## src/rtl/mem_pkg.sv

```systemverilog
// Shared types and helpers for the memory-access stage.
// Holds funct3 codes, the FSM state type and store lane-steering functions.
package mem_pkg;

    localparam logic [2:0] F3_B  = 3'b000;
    localparam logic [2:0] F3_H  = 3'b001;
    localparam logic [2:0] F3_W  = 3'b010;
    localparam logic [2:0] F3_BU = 3'b100;
    localparam logic [2:0] F3_HU = 3'b101;

    typedef enum logic [1:0] {
        IDLE = 2'd0,
        BUSY = 2'd1,
        DONE = 2'd2
    } state_t;

    function automatic logic f3_legal(input logic [2:0] funct3);
        return funct3 inside {F3_B, F3_H, F3_W, F3_BU, F3_HU};
    endfunction

    function automatic logic f3_misaligned(
        input logic [2:0] funct3,
        input logic [1:0] addr_lo
    );
        logic mis;
        case (funct3)
            F3_H, F3_HU: mis = addr_lo[0];
            F3_W:        mis = (addr_lo != 2'b00);
            default:     mis = 1'b0;
        endcase
        return mis;
    endfunction

    // Byte enables for the addressed lane(s); unsigned codes share the
    // signed lane pattern.
    function automatic logic [3:0] store_be(
        input logic [2:0] funct3,
        input logic [1:0] addr_lo
    );
        logic [3:0] be;
        case (funct3)
            F3_B, F3_BU: be = 4'b0001 << addr_lo;
            F3_H, F3_HU: be = addr_lo[1] ? 4'b1100 : 4'b0011;
            default:     be = 4'b1111;
        endcase
        return be;
    endfunction

    // Replicate the store datum across all lanes so the slave can pick
    // whichever lane the byte enables select.
    function automatic logic [31:0] store_wdata(
        input logic [2:0]  funct3,
        input logic [31:0] data
    );
        logic [31:0] wd;
        case (funct3)
            F3_B, F3_BU: wd = {4{data[7:0]}};
            F3_H, F3_HU: wd = {2{data[15:0]}};
            default:     wd = data;
        endcase
        return wd;
    endfunction

endpackage

```

## src/rtl/mem_access_unit_load_extend.sv

```systemverilog
// Load lane select and sign/zero extension (combinational).
// Ports: rdata_i word from memory, addr_lo_i byte offset, funct3_i size/sign code, data_o result.
module load_extend
    import mem_pkg::*;
(
    input  logic [31:0] rdata_i,
    input  logic [1:0]  addr_lo_i,
    input  logic [2:0]  funct3_i,
    output logic [31:0] data_o
);

    logic [7:0]  byte_sel;
    logic [15:0] half_sel;

    always_comb begin
        byte_sel = rdata_i[{addr_lo_i, 3'b000} +: 8];
        half_sel = addr_lo_i[1] ? rdata_i[31:16] : rdata_i[15:0];
        case (funct3_i)
            F3_B:    data_o = {{24{byte_sel[7]}}, byte_sel};
            F3_BU:   data_o = {24'b0, byte_sel};
            F3_H:    data_o = {{16{half_sel[15]}}, half_sel};
            F3_HU:   data_o = {16'b0, half_sel};
            default: data_o = rdata_i;
        endcase
    end

endmodule

```

## src/rtl/mem_access_unit.sv

```systemverilog
// Memory-stage controller: single-outstanding req/ack data-bus access with lane steering.
// Ports: EX/MEM request (mem_*_in, alu_result_in, ram_data_in), dmem_* bus, mem_stall, load/error outputs.
module mem_access_unit
    import mem_pkg::*;
#(
    parameter int unsigned TIMEOUT_CYCLES = 16
) (
    input  logic        clk,
    input  logic        reset,
    input  logic        mem_read_in,
    input  logic        mem_write_in,
    input  logic [2:0]  mem_funct3_in,
    input  logic [31:0] alu_result_in,
    input  logic [31:0] ram_data_in,
    output logic        dmem_req,
    output logic        dmem_we,
    output logic [31:0] dmem_addr,
    output logic [3:0]  dmem_be,
    output logic [31:0] dmem_wdata,
    input  logic [31:0] dmem_rdata,
    input  logic        dmem_ack,
    output logic        mem_stall,
    output logic [31:0] load_data_out,
    output logic        misaligned_out,
    output logic        bus_err_out
);

    localparam logic [7:0] TO_LAST = 8'(TIMEOUT_CYCLES - 1);

    state_t      state_q, state_d;
    logic [7:0]  cnt_q, cnt_d;
    logic        req_q, req_d;
    logic        we_q, we_d;
    logic [31:0] addr_q, addr_d;
    logic [3:0]  be_q, be_d;
    logic [31:0] wdata_q, wdata_d;
    logic [1:0]  lo_q, lo_d;
    logic [2:0]  f3_q, f3_d;
    logic [31:0] ld_q, ld_d;
    logic        err_q, err_d;

    logic        access;
    logic        bad;
    logic [2:0]  f3_eff;
    logic [31:0] ext_data;

    assign access = mem_read_in | mem_write_in;
    assign bad = !f3_legal(mem_funct3_in)
               | f3_misaligned(mem_funct3_in, alu_result_in[1:0]);

    // Stores have no signedness, so BU/HU collapse onto B/H.
    assign f3_eff = (mem_write_in && mem_funct3_in[2])
                  ? {1'b0, mem_funct3_in[1:0]}
                  : mem_funct3_in;

    load_extend u_ext (
        .rdata_i   (dmem_rdata),
        .addr_lo_i (lo_q),
        .funct3_i  (f3_q),
        .data_o    (ext_data)
    );

    always_comb begin
        state_d        = state_q;
        cnt_d          = cnt_q;
        req_d          = req_q;
        we_d           = we_q;
        addr_d         = addr_q;
        be_d           = be_q;
        wdata_d        = wdata_q;
        lo_d           = lo_q;
        f3_d           = f3_q;
        ld_d           = ld_q;
        err_d          = 1'b0;
        mem_stall      = 1'b0;
        misaligned_out = 1'b0;

        unique case (state_q)
            IDLE: begin
                cnt_d = 8'd0;
                if (access && bad) begin
                    misaligned_out = 1'b1;
                end else if (access) begin
                    mem_stall = 1'b1;
                    req_d     = 1'b1;
                    we_d      = mem_write_in;
                    addr_d    = {alu_result_in[31:2], 2'b00};
                    be_d      = store_be(f3_eff, alu_result_in[1:0]);
                    wdata_d   = store_wdata(f3_eff, ram_data_in);
                    lo_d      = alu_result_in[1:0];
                    f3_d      = f3_eff;
                    state_d   = BUSY;
                end
            end
            BUSY: begin
                mem_stall = 1'b1;
                cnt_d     = cnt_q + 8'd1;
                if (dmem_ack) begin
                    req_d   = 1'b0;
                    state_d = DONE;
                    if (!we_q) begin
                        ld_d = ext_data;
                    end
                end else if (cnt_q == TO_LAST) begin
                    req_d   = 1'b0;
                    ld_d    = 32'd0;
                    err_d   = 1'b1;
                    state_d = DONE;
                end
            end
            DONE: begin
                cnt_d   = 8'd0;
                state_d = IDLE;
            end
            default: begin
                cnt_d   = 8'd0;
                req_d   = 1'b0;
                state_d = IDLE;
            end
        endcase
    end

    always_ff @(posedge clk) begin
        if (reset) begin
            state_q <= IDLE;
            cnt_q   <= 8'd0;
            req_q   <= 1'b0;
            we_q    <= 1'b0;
            addr_q  <= 32'd0;
            be_q    <= 4'd0;
            wdata_q <= 32'd0;
            lo_q    <= 2'd0;
            f3_q    <= 3'd0;
            ld_q    <= 32'd0;
            err_q   <= 1'b0;
        end else begin
            state_q <= state_d;
            cnt_q   <= cnt_d;
            req_q   <= req_d;
            we_q    <= we_d;
            addr_q  <= addr_d;
            be_q    <= be_d;
            wdata_q <= wdata_d;
            lo_q    <= lo_d;
            f3_q    <= f3_d;
            ld_q    <= ld_d;
            err_q   <= err_d;
        end
    end

    assign dmem_req      = req_q;
    assign dmem_we       = we_q;
    assign dmem_addr     = addr_q;
    assign dmem_be       = be_q;
    assign dmem_wdata    = wdata_q;
    assign load_data_out = ld_q;
    assign bus_err_out   = err_q;

endmodule

```

## config.mk

```make
export PLATFORM = sky130hd
export DESIGN_NAME = mem_access_unit
export DESIGN_NICKNAME = d
export VERILOG_FILES = /design/src/rtl/mem_pkg.sv /design/src/rtl/mem_access_unit_load_extend.sv /design/src/rtl/mem_access_unit.sv
export SDC_FILE = /design/constraint.sdc
export NUM_CORES = 1
export LEC_CHECK = 0
export CAP_MARGIN = 0
export CELL_PAD_IN_SITES_DETAIL_PLACEMENT = 0
export CELL_PAD_IN_SITES_GLOBAL_PLACEMENT = 2
export CORE_UTILIZATION = 21
export DETAILED_ROUTE_END_ITERATION = 10
export GPL_ROUTABILITY_DRIVEN = 0
export PLACE_DENSITY = 0.71
export SLEW_MARGIN = 20
export SYNTH_ARGS = -nofsm -noshare
export SYNTH_HDL_FRONTEND = slang
export SYNTH_SLANG_ARGS = --single-unit
```

## constraint.sdc

```tcl
create_clock -name clk -period 1.6 [get_ports clk]
set_input_delay 0.32 -clock clk [delete_from_list [all_inputs] [get_ports clk]]
set_output_delay 0.32 -clock clk [all_outputs]
set_load 0.01 [all_outputs]
```

# Yosys cells after proc, flatten, opt, wreduce, memory -nomap -nowiden
# Index checks and enable logic that the tools add are counted.
[classes] n_reduce_logical=19 muxes=26 n_bitwise=5 addsub=1 shift=2 eq_ne=17
[ops] cell="$pmux 32 s4" n=1
[ops] cell="$mux 32" n=3
[ops] cell="$pmux 32 s2" n=1
[ops] cell="$shiftx 32x6->8" n=1
[ops] cell="$eq 3x3->1 const B" n=6
[ops] cell="$mux 16" n=1
[ops] cell="$eq 3x1->1 const B" n=3
[ops] cell="$logic_not 3->1" n=3
[ops] cell="$mux 1" n=9
[ops] cell="$reduce_and 3->1" n=3
[ops] cell="$add 8x1->8 const B" n=1
[ops] cell="$eq 8x4->1 const B" n=1
[ops] cell="$mux 2" n=4
[ops] cell="$pmux 4 s2" n=1
[ops] cell="$reduce_or 2->1" n=4
[ops] cell="$ne 2x2->1 const B" n=3
[ops] cell="$reduce_bool 5->1" n=1
[ops] cell="$mux 4" n=1
[ops] cell="$pmux 1 s2" n=2
[ops] cell="$pmux 2 s2" n=1
[ops] cell="$reduce_and 4->1" n=1
[ops] cell="$reduce_bool 2->1" n=2
[ops] cell="$shl 1x2->4 const A" n=1
[ops] cell="$eq 3x2->1 const B" n=1
[ops] cell="other kinds (11)" n=15
[totals] out_inout_bits=105 word_cells=81 input_bits=104 reg_bits=116

# Longest topological paths before layout
# Gate-level depths: netlist (run 1).
[depth] ltp_word=7 ltp_mapped=7 ltp_nobuf=5

# Hierarchy
# From an unflattened synthesis (run 1), not the netlist that was laid out.
[hier_totals] cells_unflattened=576 hier_area_um2=5146.2
[modules_own_cells] mod="mem_access_unit" n_inst=1 area_per_inst_um2=4300.4 cells_per_inst=480
[modules_own_cells] mod="load_extend" n_inst=1 area_per_inst_um2=845.8 cells_per_inst=96

# Least setup slack after synthesis (run 1)
# Ideal clock, no wire load.
[synth_timing] path_type="reg2reg" startpoint="reg cnt_q[0]" endpoint="reg ld_q[23], in the netlist load_data_out[23]" t_arrival_ns=1.521 stages_incl_launch_ff=8 setup_time_ns=0.122 t_required_ns=1.478 slack_ns=-0.043 path_cell_list="dfxtp_1 > ha_1 > and3_1 > a31oi_1 > nor2b_1 > buf_6 > buf_6 > a221o_1"
[synth_between] elab_chain_cells=3
[synth_lines] element="from (decl)" line="mem_access_unit.sv:31" text="logic [7:0] cnt_q, cnt_d;"
[synth_lines] element="from (signal assigned)" line="mem_access_unit.sv:138" text="cnt_q <= cnt_d;"
[synth_lines] element="$eq 8x4->1" line="mem_access_unit.sv:104" text="end else if (cnt_q == TO_LAST) begin"
[synth_lines] element="$reduce_bool 2->1 (no line)"
[synth_lines] element="$reduce_and 3->1 (no line)"
[synth_lines] element="to (signal assigned)" line="mem_access_unit.sv:146" text="ld_q <= ld_d;"
[synth_lines] element="to (decl)" line="mem_access_unit.sv:39" text="logic [31:0] ld_q, ld_d;"
# Every way passes these cells.
# A chain may end at the register's enable or synchronous reset.

# Worst setup path in the final report (run 1)
[layout_timing] startpoint="in dmem_rdata[31]" endpoint="reg ld_q[8], in the netlist load_data_out[8]"
[layout_between] elab_chain_cells=4
[layout_lines] element="from (decl)" line="mem_access_unit.sv:20" text="input logic [31:0] dmem_rdata,"
[layout_lines] element="$shiftx 32x6->8" line="mem_access_unit_load_extend.sv:16" text="byte_sel = rdata_i[{addr_lo_i, 3'b000} +: 8];"
[layout_lines] element="$pmux 32 s4" line="mem_access_unit_load_extend.sv:18" text="case (funct3_i)"
[layout_lines] element="$mux 32" line="mem_access_unit.sv:101" text="if (!we_q) begin"
[layout_lines] element="$mux 32" line="mem_access_unit.sv:98" text="if (dmem_ack) begin"
# Every way passes these cells. The select of a mux whose other input is x is not followed.

==> flow_metrics.tcl, run 1 <==
set metrics [dict create \
    period_share 1.03 \
    clock_latency_ns 0.41 \
    clock-sinks 116 \
    worstPathMaxFanout 4 \
    wl_mm 18.8 \
    power_leakage_nw 3.77 \
    dp_hpwl_mm 13.2 \
    timing.final.ws_setup_ns -0.0443 \
    layout.cells.non_filler 1177 \
    io_pins 209 \
    max_freq_mhz 608 \
    rsz0062_at_grt "yes" \
    grt_pass1_wl_mm 28.4 \
    power.density_nw_per_um2 1040 \
    maxCapViolations 0 \
    grt_max_degree 79 \
    synth_area_leaders "dfxtp_1 (46%), nand2_1 (9.0%), a21oi_1 (6.1%)" \
    setup_violations 5 \
    row_count 56 \
    path_cells "clkdlybuf4s50_1, mux4_2, nor2b_1, o31a_1, a22o_1" \
    htreeDepth 4 \
    dp_cells 1128 \
    synthArstFlopShare 0 \
    clockBufferDepth 2 \
    hold_slack_ns 0.268 \
    cts_buffers 17 \
    final_util 0.375 \
    slowest_delay_ns 0.51 \
    grt_pass1_vias 4979 \
    fin_nets 951 \
    violations "negative setup slack" \
    yosys_warnings 0 \
    die_h_um 157 \
    register_area_um2 2330 \
    vias_per_cell 4.39 \
    crit_arrival_ns 1.94 \
    fillCellCount 2447 \
    drc 0 \
    antenna_found_initial 1 \
    skew_ns 0.00585 \
    synth_seq_cells 116 \
    ys_seq_area_frac 0.461 \
    core_um2 23500 \
    synth_edf_count 0 \
    die_area_um2 24600 \
    dp_slack_ns -0.788 \
    ir_drop_v 0.000574 \
    synthTopCellsByCount "nand2_1 (120), dfxtp_1 (116), a21oi_1 (61)" \
    dr_total_vias 5167 \
    grt.total_usage 0.153 \
    synth_cell_types 50 \
    fin_crit_ns 1.64 \
    antenna_cells 0 \
    drt_iter0_drc 215 \
    multi_input_area_um2 2640 \
    area_growth_pct 74.9 \
    ant_nets 0 \
    drive_gt1_frac 0.186 \
    yosysMostFrequentCell "nand2_1" \
    worst_setup_path_start_kind "input port" \
    fin_area_um2 8800 \
    die_x_um 157 \
    synth_area_um2 5030 \
    hold_class "in -> reg" \
    synth_top_area_share 0.461 \
    slew_violations 0 \
    first_pass_iters 4 \
    end_kind "flop" \
    finalHoldViolCount 0 \
    criticalPathCategory "in -> reg" \
    clk_transition_reported_paths_ns 0.05 \
    io_buffers 206 \
    cts_tree "built" \
    slowest_stage "mux4_2" \
    required_ns 1.90 \
    overflow 0 \
    place_area_um2 7910 \
    synth_ff_type "dfxtp_1" \
    initial_core_util 0.214 \
    reg2reg_slack_ns -0.01 \
    netlist_instances 585 \
    cts-root-buf "clkbuf_16" \
    yosysTopAreaCell "dfxtp_1" \
    outcome "complete, but fails checks" \
    wl_per_cell_um 16.0 \
    avgSynthCellArea_um2 8.60 \
]
## where the power goes
part,internal [mW],switching [mW],total (mW)
combinational,0.867,0.785,1.65
sequential,3.07,0.0905,3.16
clock,2.96,1.37,4.33
total,6.90,2.25,9.14
## worst paths after layout
kind / start / to / cells after the start
setup / recovery: dmem_rdata[31] / load_data_out[8]$_SDFFE_PP0P_ / 5
hold / removal: mem_funct3_in[2] / f3_q[2]$_SDFFE_PP0P_ / 3
setup reg to reg: lo_q[1]$_SDFFE_PP0P_ / load_data_out[8]$_SDFFE_PP0P_ / 4
hold reg to reg: dmem_wdata[24]$_SDFFE_PP0P_ / dmem_wdata[24]$_SDFFE_PP0P_ / 2
## stage by stage
step | power [mW] | TNS (ns)
after floorplan | 3.90 | -0.0179
after global placement | 4.86 | -53.75
after detailed placement | 4.87 | -56.55
after CTS | 9.20 | -0.303
after global routing | 9.56 | -0.904
final | 9.14 | -0.182
## per-layer routing
metal / routed length, um / GRT usage / vias to the layer above
met1: 8360 / 0.188 / 2388
met5: 13 / 0 / -
met2: 8980 / 0.252 / 154
met4: 155 / 0.0406 / 2
li1: - / - / 2611
met3: 1290 / 0.0529 / 12
## worst max-delay path: cells and delay by family
family | cells | cell delay [ns]
multiplexers | 1 | 0.51
AO/OA/AOI/OAI | 2 | 0.49
buffers and inverters | 1 | 0.46
AND/OR/NAND/NOR | 1 | 0.15
## repair_timing
| item | in CTS | in global routing |
|---|---|---|
| setup endpoints to repair | 190 | 60 |
| buffers inserted | 4 | 9 |
| hold buffers | 0 | 0 |
| resized for setup | 140 | 23 |
| gates cloned | 2 | 4 |
| pin swaps | 9 | 10 |
## kinds of logic after synthesis
| kind of cell | after synthesis | share of synthesized area |
|---|---|---|
| AO/OA/AOI/OAI | 168 | 0.224 |
| XOR/XNOR | 6 | 0.0104 |
| adder cells (fa/ha/maj) | 1 | 0.00249 |
| buffers and inverters | 54 | 0.0532 |
| flip-flops | 116 | 0.461 |
| multiplexers | 26 | 0.0542 |
| other | 1 | 0.000745 |
| AND/OR/NAND/NOR | 213 | 0.194 |
## flip-flops by register name, indices dropped and copies added, names as in the netlist, 2 cells and up
| signal | flops |
|---|---|
| dmem_be | 4 |
| dmem_wdata | 32 |
| dmem_addr | 30 |
| cnt_q | 8 |
| load_data_out | 32 |
| lo_q | 2 |
| f3_q | 3 |
| state_q | 2 |
## placed cells by master, fill, tap and decap left out, types with 3 or more instances in the layout
master	netlist	layout
nand2_1	120	118
dfxtp_1	116	109
dlygate4sd2_1	0	102
clkdlybuf4s50_1	0	96
buf_4	4	64
a21oi_1	61	60
nor2_1	41	39
o21ai_0	26	23
mux2i_1	25	23
a221o_1	20	20
clkbuf_16	0	20
buf_12	0	10
a211oi_1	10	9
nand2b_1	8	8
o22ai_1	8	8
a311oi_1	10	8
o211ai_1	8	8
nand3b_1	6	6
dfxtp_2	0	6
a22o_1	5	5
bufinv_16	0	5
clkbuf_8	0	5
buf_6	4	5
inv_1	4	4
a2bb2oi_1	4	4
or2_2	6	4
xor2_1	4	4
nor3_1	3	3
nand4_1	3	3
or3_1	3	3
a31oi_1	4	3
o2bb2ai_1	3	3
o21ai_1	0	3
a32o_1	3	3
clkbuf_2	0	3
## cell type report
| class | instances | share of cell area |
|---|---|---|
| multi-input cells | 418 | 0.300 |
| inverters | 5 | 0.00213 |
| flip-flops and latches | 116 | 0.265 |
| well taps | 319 | 0.0454 |
| clock inverters | 8 | 0.0193 |
| repair buffers | 288 | 0.312 |
| clock buffers | 23 | 0.0566 |
No activity file was read; power rests on OpenSTA's default activity.
==> run 2, diff against run 1 <==
--- a/config.mk
+++ b/config.mk
@@ -12,6 +12,7 @@
 export DETAILED_ROUTE_END_ITERATION = 10
 export GPL_ROUTABILITY_DRIVEN = 0
 export PLACE_DENSITY = 0.71
+export RECOVER_POWER = 100
 export SLEW_MARGIN = 20
 export SYNTH_ARGS = -nofsm -noshare
 export SYNTH_HDL_FRONTEND = slang
==> flow_metrics.tcl, run 2 (synthesized netlist as in run 1, its figures left out) <==
set metrics [dict create \
    outcome "complete, but fails checks" \
    violations "negative setup slack" \
    worst_setup_path_start_kind "input port" \
    antenna_found_initial 1 \
    cts_tree "built" \
    p_total_mw 9.14 \
    drc 0 \
    finalHoldViolCount 0 \
    grt_max_degree 79 \
    combPwrFrac 0.181 \
    row_count 56 \
    io_buffers 206 \
    grt_pass1_vias 4979 \
    clockBufferDepth 2 \
    skew_ns 0.00585 \
    fin_crit_ns 1.65 \
    fin_setup_tns_ns -0.183 \
    clkPwrFrac 0.474 \
    initial_core_util 0.214 \
    wl_per_cell_um 16.0 \
    r2r_cells 4 \
    dr_total_vias 5170 \
    fin_area_um2 8800 \
    die_area_um2 24600 \
    p_sw_frac 0.246 \
    period_share 1.03 \
    layout_common_cells "nand2_1 (118), dfxtp_1 (109), dlygate4sd2_1 (102)" \
    clock_latency_ns 0.41 \
    power.density_nw_per_um2 1040 \
    vias_per_cell 4.39 \
    reg2reg_from "lo_q[1]$_SDFFE_PP0P_" \
    drt_iter0_drc 220 \
    place_area_um2 7910 \
    first_pass_iters 4 \
    rsz0062_at_grt "yes" \
    wl_mm 18.8 \
    overflow 0 \
    die_h_um 157 \
    reg2reg_to "load_data_out[8]$_SDFFE_PP0P_" \
    htreeDepth 4 \
    slew_violations 0 \
    ir_drop_v 0.000574 \
    netSwitchingPower_mw 2.24 \
    cts_buffers 17 \
    worstHoldStart "mem_funct3_in[2]" \
    io_pins 209 \
    hold_class "in -> reg" \
    crit_arrival_ns 1.94 \
    core_um2 23500 \
    clk_transition_reported_paths_ns 0.05 \
    max_freq_mhz 608 \
    cts-root-buf "clkbuf_16" \
    area_growth_pct 74.8 \
    end_kind "flop" \
    grt_pass1_wl_mm 28.4 \
    ant_nets 0 \
    required_ns 1.90 \
    timing.final.ws_setup_ns -0.0450 \
    reg2reg_slack_ns -0.01 \
    grt.total_usage 0.153 \
    holdPathStages 3 \
    drive_gt1_frac 0.186 \
    seq_power_share 0.345 \
    layout_commonest_cell "nand2_1" \
    p_int_mw 6.90 \
    setup_violations 5 \
    worstPathMaxFanout 4 \
    antenna_cells 0 \
    dp_hpwl_mm 13.2 \
    min_to "f3_q[2]$_SDFFE_PP0P_" \
    ctsHoldBuffers 0 \
    final_util 0.375 \
    fin_nets 951 \
    criticalPathCategory "in -> reg" \
    die_x_um 157 \
    power_leakage_nw 3.75 \
    clock-sinks 116 \
    maxCapViolations 0 \
]
## run 2: changes by cell type in the layout (fill, tap and decap cells not counted), sizes merged
| cell | previous run | this run |
|---|---|---|
| clkdlybuf4s25 | 0 | 1 |
| dlymetal6s2s | 2 | 1 |
## run 2: routing by layer
layer | GRT usage | wire [um] | vias to the layer above
li1 | - | - | 2611
met1 | 0.188 | 8360 | 2394
met2 | 0.252 | 8990 | 151
met3 | 0.0529 | 1280 | 12
met4 | 0.0406 | 155 | 2
met5 | 0 | 13 | -
## run 2: worst max-delay path by stage
stage | depth (start not counted) | to | slack (ns) | startpoint
finish | 5 | load_data_out[8]$_SDFFE_PP0P_ | -0.05 | dmem_rdata[31]
global route | 5 | misaligned_out | -0.08 | state_q[1]$_SDFFE_PP0P_
CTS | 6 | mem_stall | -0.10 | alu_result_in[1]
detailed placement | 6 | mem_stall | -0.79 | mem_funct3_in[0]
global placement | 6 | mem_stall | -0.77 | mem_funct3_in[0]
floorplan | 5 | load_data_out[10]$_SDFFE_PP0P_ | -0.004 | lo_q[1]$_SDFFE_PP0P_
## run 2: critical path: stages
cell             delay [ns]
clkdlybuf4s50_1        0.46
mux4_2                 0.51
nor2b_1                0.15
o31a_1                 0.30
a22o_1                 0.19
## run 2: area by class of cell
type	instances	area [um^2]
Fill cell	2447	14700
Timing Repair Buffer	288	2740
Multi-Input combinational cell	418	2640
Sequential cell	116	2330
Clock buffer	23	498
Tap cell	319	399
Clock inverter	8	170
Inverter	5	18.8
## run 2: per-stage QoR
stage,hold WS (ns),instances,setup slack [ns]
after global routing,0.258,1177,-0.0809
after floorplan,0.396,586,-0.00449
after global placement,0.442,1128,-0.770
after detailed placement,0.445,1128,-0.788
final,0.268,1177,-0.0450
after CTS,0.385,1164,-0.101
## run 2: timing repair
item	CTS	global route
gates resized for setup	140	23
hold endpoints to repair	0	0
pin swaps	9	10
buffers inserted	4	9
cloned	2	4
endpoints found under the setup margin	190	60
## run 2: power by group through the flow
| stage | clock network, mW | logic [mW] | registers, mW |
|---|---|---|---|
| 6_report | 4.33 | 1.65 | 3.16 |
| 5_1_grt | 4.57 | 1.81 | 3.18 |
| 4_1_cts | 4.45 | 1.59 | 3.16 |
| 3_5_place_dp | 0 | 1.64 | 3.22 |
| 3_3_place_gp | 0 | 1.64 | 3.22 |
| 2_1_floorplan | 0 | 0.607 | 3.29 |
